`src/rtl/mac_pkg.sv`:
```
// Shared constants and FSM state type for the mac_seq sequencer.
package mac_pkg;

  localparam int unsigned BW       = 4;
  localparam int unsigned PSUM_BW  = 16;
  localparam int unsigned NumLanes = 4;

  typedef enum logic [1:0] {
    StIdle,
    StIssue,
    StWait,
    StDone
  } state_e;

endpackage

```
`src/rtl/mac_seq_fifo.sv`:
```
// Synchronous FIFO with wrap-bit pointers; Depth must be a power of two (>= 2).
module mac_seq_fifo #(
  parameter int unsigned Width = 8,
  parameter int unsigned Depth = 4
) (
  input  logic             clk,
  input  logic             reset_n,
  input  logic             push,
  input  logic             pop,
  input  logic [Width-1:0] wdata,
  output logic [Width-1:0] rdata,
  output logic             full,
  output logic             empty
);

  localparam int unsigned AddrW = $clog2(Depth);

  logic [Width-1:0] mem_q [Depth];
  logic [AddrW:0]   wptr_q, wptr_d, rptr_q, rptr_d;
  logic             do_push, do_pop;

  assign empty   = (wptr_q == rptr_q);
  assign full    = (wptr_q[AddrW] != rptr_q[AddrW]) &&
                   (wptr_q[AddrW-1:0] == rptr_q[AddrW-1:0]);
  assign do_push = push && !full;
  assign do_pop  = pop && !empty;
  assign rdata   = mem_q[rptr_q[AddrW-1:0]];

  always_comb begin
    wptr_d = wptr_q;
    rptr_d = rptr_q;
    if (do_push) wptr_d = wptr_q + (AddrW+1)'(1);
    if (do_pop)  rptr_d = rptr_q + (AddrW+1)'(1);
  end

  always_ff @(posedge clk or negedge reset_n) begin
    if (!reset_n) begin
      wptr_q <= '0;
      rptr_q <= '0;
    end else begin
      wptr_q <= wptr_d;
      rptr_q <= rptr_d;
    end
  end

  always_ff @(posedge clk) begin
    if (do_push) mem_q[wptr_q[AddrW-1:0]] <= wdata;
  end

endmodule

```
`src/rtl/mac_seq.sv`:
```
// Sequences 4-lane groups from an input FIFO through an external MAC and accumulates results.
// Optional MAC_SEQ_RELU_EN: clamp negative results to zero on out_data.
module mac_seq
  import mac_pkg::*;
#(
  parameter int unsigned BW         = mac_pkg::BW,
  parameter int unsigned PSUM_BW    = mac_pkg::PSUM_BW,
  parameter int unsigned LEN_W      = 8,
  parameter int unsigned FIFO_DEPTH = 4,
  parameter int unsigned MAC_LAT    = 1
) (
  input  logic                   clk,
  input  logic                   reset_n,
  input  logic [LEN_W-1:0]       len,
  input  logic                   in_valid,
  output logic                   in_ready,
  input  logic [NumLanes*BW-1:0] in_a,
  input  logic [NumLanes*BW-1:0] in_b,
  output logic [BW-1:0]          a0,
  output logic [BW-1:0]          a1,
  output logic [BW-1:0]          a2,
  output logic [BW-1:0]          a3,
  output logic [BW-1:0]          b0,
  output logic [BW-1:0]          b1,
  output logic [BW-1:0]          b2,
  output logic [BW-1:0]          b3,
  output logic [PSUM_BW-1:0]     mac_c,
  input  logic [PSUM_BW-1:0]     mac_out,
  output logic                   out_valid,
  input  logic                   out_ready,
  output logic [PSUM_BW-1:0]     out_data,
  output logic                   busy
);

  localparam int unsigned LaneW = NumLanes * BW;
  localparam int unsigned LatW  = (MAC_LAT > 1) ? $clog2(MAC_LAT) : 1;

  state_e               state_q, state_d;
  logic [PSUM_BW-1:0]   acc_q, acc_d;
  logic [LEN_W-1:0]     cnt_q, cnt_d, len_q, len_d;
  logic [LatW-1:0]      lat_q, lat_d;
  logic                 rdy_q;
  logic                 fifo_push, fifo_pop, fifo_full, fifo_empty, issue;
  logic [2*LaneW-1:0]   head;

  assign in_ready  = rdy_q && !fifo_full;
  assign fifo_push = in_valid && in_ready;
  assign busy      = (state_q != StIdle) || !fifo_empty;
  assign issue     = (state_q == StIssue);

  mac_seq_fifo #(
    .Width (2 * LaneW),
    .Depth (FIFO_DEPTH)
  ) u_fifo (
    .clk     (clk),
    .reset_n (reset_n),
    .push    (fifo_push),
    .pop     (fifo_pop),
    .wdata   ({in_b, in_a}),
    .rdata   (head),
    .full    (fifo_full),
    .empty   (fifo_empty)
  );

  // Operands are only driven during the single ISSUE cycle.
  always_comb begin
    a0    = issue ? head[0*BW +: BW]         : '0;
    a1    = issue ? head[1*BW +: BW]         : '0;
    a2    = issue ? head[2*BW +: BW]         : '0;
    a3    = issue ? head[3*BW +: BW]         : '0;
    b0    = issue ? head[LaneW + 0*BW +: BW] : '0;
    b1    = issue ? head[LaneW + 1*BW +: BW] : '0;
    b2    = issue ? head[LaneW + 2*BW +: BW] : '0;
    b3    = issue ? head[LaneW + 3*BW +: BW] : '0;
    mac_c = issue ? acc_q                    : '0;
  end

`ifdef MAC_SEQ_RELU_EN
  assign out_data = acc_q[PSUM_BW-1] ? '0 : acc_q;
`else
  assign out_data = acc_q;
`endif

  always_comb begin
    state_d   = state_q;
    acc_d     = acc_q;
    cnt_d     = cnt_q;
    len_d     = len_q;
    lat_d     = lat_q;
    fifo_pop  = 1'b0;
    out_valid = 1'b0;
    unique case (state_q)
      StIdle: begin
        if (!fifo_empty) begin
          state_d = StIssue;
          // A new result starts only when no groups are accumulated yet.
          if (cnt_q == '0) len_d = (len == '0) ? LEN_W'(1) : len;
        end
      end
      StIssue: begin
        fifo_pop = 1'b1;
        lat_d    = '0;
        state_d  = StWait;
      end
      StWait: begin
        if (lat_q == LatW'(MAC_LAT - 1)) begin
          acc_d = mac_out;
          cnt_d = cnt_q + LEN_W'(1);
          if (cnt_d == len_q)   state_d = StDone;
          else if (!fifo_empty) state_d = StIssue;
          else                  state_d = StIdle;
        end else begin
          lat_d = lat_q + LatW'(1);
        end
      end
      StDone: begin
        out_valid = 1'b1;
        if (out_ready) begin
          acc_d   = '0;
          cnt_d   = '0;
          state_d = StIdle;
        end
      end
      default: state_d = StIdle;
    endcase
  end

  always_ff @(posedge clk or negedge reset_n) begin
    if (!reset_n) begin
      state_q <= StIdle;
      acc_q   <= '0;
      cnt_q   <= '0;
      len_q   <= '0;
      lat_q   <= '0;
      rdy_q   <= 1'b0;
    end else begin
      state_q <= state_d;
      acc_q   <= acc_d;
      cnt_q   <= cnt_d;
      len_q   <= len_d;
      lat_q   <= lat_d;
      rdy_q   <= 1'b1;
    end
  end

endmodule
```
`config.mk`:
```
export PLATFORM = sky130hd
export DESIGN_NAME = mac_seq
export DESIGN_NICKNAME = d
export VERILOG_FILES = /design/src/rtl/mac_pkg.sv /design/src/rtl/mac_seq_fifo.sv /design/src/rtl/mac_seq.sv
export SDC_FILE = /design/constraint.sdc
export NUM_CORES = 1
export LEC_CHECK = 0
export BUFFER_PORTS_ARGS = -buffer_cell sky130_fd_sc_hd__buf_2
export CORE_ASPECT_RATIO = 1.2
export CORE_UTILIZATION = 35
export CTS_BUF_LIST = sky130_fd_sc_hd__clkbuf_8
export DETAILED_ROUTE_END_ITERATION = 8
export PLACE_DENSITY = 0.56
export RECOVER_POWER = 25
export REMOVE_ABC_BUFFERS = 1
export SETUP_SLACK_MARGIN = 0.3
export SYNTH_ARGS = -nofsm -noshare
export SYNTH_HDL_FRONTEND = slang
export SYNTH_HIERARCHICAL = 1
export SYNTH_SLANG_ARGS = --single-unit
```
`constraint.sdc`:
```
create_clock -name clk -period 7.5 [get_ports clk]
set_input_delay 0.375 -clock clk [delete_from_list [all_inputs] [get_ports clk]]
set_output_delay 0.375 -clock clk [all_outputs]
set_load 0.02 [all_outputs]
```
==> impl_metrics.toml <==
[global_route]
grtUsageTotal = 0.1449
grt_pass1_wl_um = 22830
overflow = 0
grt_antenna_before_repair = 0
grt_max_degree = 53
grt_pass1_vias = 4211

[run_status]
status = "finished clean"

[clock_tree]
worstSkewPairLatency_ns = 0.44
cts_setup_buffers = 0
cts_buffers = 17
cts_buffer_depth = 2
cts_tree = "yes"
cts.clk_slew.worst_paths_ns = 0.09
clock_sinks = 169
cts_resized = 0
hold_buffers = 0
cts_max_level = 4
clock-root-buffer = "clkbuf_8"

[yosys]
synthCells = 423
synth.area.top_cells = "edfxtp_1 54%, dfrtp_1 14%, mux4_2 10%, and2_1 4.8%, a22o_1 2.1%"
syn_area_per_cell_um2 = 16.84
synth.distinct_cells = 47
yosysWarnings = 6
ys_seq_elements = 169
syn_area_um2 = 7122
synth-edff-count = 128
async_reset_ff_frac = 0.2426
netlist.top_cell.by_area = "edfxtp_1"
synth_most_common_cell = "edfxtp_1"
seq_area_frac_synth = 0.6838
netlist.area_leader.share = 0.5397
ys.flop_type = "edfxtp_1"
yosys-top-cells-count = "128 x edfxtp_1, 55 x and2_1, 41 x dfrtp_1"

[sta]
whs_ns = 0.06284
worst_slew_margin_rel = 0.2902
finalCritPeriodShare = 0.4452
slew_violations = 0
max_freq_ghz = 0.2995
skew_ns = 0.01312
rsz0062_at_grt = "no"
final-hold-violation-count = 0
worstMarginPinSlew_ns = 1.062
fin_crit_ns = 3.339
setup-tns-final_ns = 0
setup_viol = 0

[min_path]
min-delay-path-class = "in2async"

[critical_path]
worstPathArrival_ns = 3.40
crit_buf_inv = 2
crit_path_frequent_cell = "inv_1"
crit_path_max_fanout = 37
cp_slowest_stage_delay_ns = 1.00
start_kind = "register"
critPathTopFamily = "simple AND/OR/NAND/NOR gates"
cp_cell_sequence = "xnor2_2 -> nand3_1 -> inv_1 -> nor2b_1 -> and2_1 -> inv_1 -> a31oi_4 -> and2_2"
path_class = "reg2reg"
cpMaxStageDelayCell = "dfrtp_2"
worstPathRequired_ns = 7.56
cp-end-kind = "register"

[place]
place.gp.congestion = 0.7711
post_dp_cell_area_um2 = 8001
hpwl_um = 8952
numPortBuffers = 126

[route]
ant_nets = 0
drt_iter0_drc = 210
wl_per_cell_um = 17.23
drt-vias-per-instance = 4.838
num_vias = 3991
drc = 0
first_pass_iters = 4
drt_wl_total_um = 14220

[finish]
final_layout_size_suffix_gt1_frac = 0.3304
area_growth_pct = 17.15
fill_cells = 1855
seq_area_um2 = 4872
fin_area_um2 = 8343
multi_input_area_um2 = 2108
final_nets = 617

[die]
die_area_um2 = 20930
start_util = 0.3604
design.core.area_um2 = 19760
row_count = 56
io_pins = 127
die_w_um = 132.2
die_h_um = 158.3

[job]
cap_violations = 0

[power_and_ir_drop]
ir_worst_vdd_mv = 0.1736
power.density_nw_per_um2 = 377.7
power_mw = 3.151
p_leak_nw = 3.166
## final cells by class
type / count / share of cell area
Multi-Input combinational cell: 223 / 0.2527
Timing Repair Buffer: 130 / 0.07499
Clock buffer: 17 / 0.02804
Clock inverter: 15 / 0.01680
Antenna cell: 1 / 0.0002999
Tap cell: 261 / 0.03914
Inverter: 9 / 0.004049
Sequential cell: 169 / 0.5840
## power breakdown
| part | internal, mW | switching (mW) | total (mW) |
|---|---|---|---|
| combinational | 0.518 | 0.692 | 1.21 |
| sequential | 1.19 | 0.140 | 1.33 |
| clock | 0.269 | 0.340 | 0.610 |
| total | 1.98 | 1.17 | 3.15 |
## placed cells by master, fill, tap and decap left out, drive strengths merged, types with 4 or more instances in the layout
cell and instances:
edfxtp 128, buf 102, and2 55, clkbuf 45, dfrtp 41, mux4 32
a22o 17, inv 17, o21ai 14, nand2 13, xnor2 12, nor2 8
mux2 7, ha 7, xor2 6, nand3 5, a21oi 5, a31oi 5
a21o 4, clkinv 4
## per-stage QoR
stage,cells,worst slack (ns),util
after detailed placement,792,4.050,0.4050
after CTS,824,4.050,0.4239
after global routing,824,3.846,0.4221
after floorplan,401,3.319,-
after global placement,792,4.199,0.4050
final,825,4.161,0.4222
## flip-flops by register name, summed over array words and instances (netlist names)
name,flops
u_fifo/wptr_q,3
state_q,2
cnt_q,8
rdy_q,1
out_data,16
u_fifo/rptr_q,3
len_q,8
u_fifo/mem_q,128
## path summary, 6_finish.rpt
check,startpoint,end,slack [ns],cells after the start
worst max-delay path,u_fifo/rptr_q[1],u_fifo/mem_q[0][15],4.16,8
worst min-delay path,reset_n,out_data[9],0.06,1
worst max register to register,u_fifo/rptr_q[1],u_fifo/mem_q[0][15],4.16,8
worst min register to register,len_q[0],len_q[0],0.52,2
max in group asynchronous,reset_n,u_fifo/rptr_q[1],6.81,1
min in group clk,mac_out[14],out_data[14],0.17,2
## cells by family after synthesis
kind of cell               count (synthesis)  share of synthesized area
other                                      1                  0.0005266
buffers and inverters                     31                    0.02178
xor gates and xnor gates                  18                    0.02530
muxes                                     39                     0.1123
AOI/OAI and AO/OA                         54                    0.05833
and+or+nand+nor                          104                    0.08574
adders and majority gates                  7                    0.01230
DFF                                      169                     0.6838
## metal layers
layer	routed length [um]	track usage	vias to the layer above
met5	0	0	-
li1	-	-	1872
met2	7026	0.2535	129
met1	6343	0.1759	1982
met3	732	0.04202	8
met4	116	0.03831	0
Note: power is estimated with default switching activity, not from simulation.
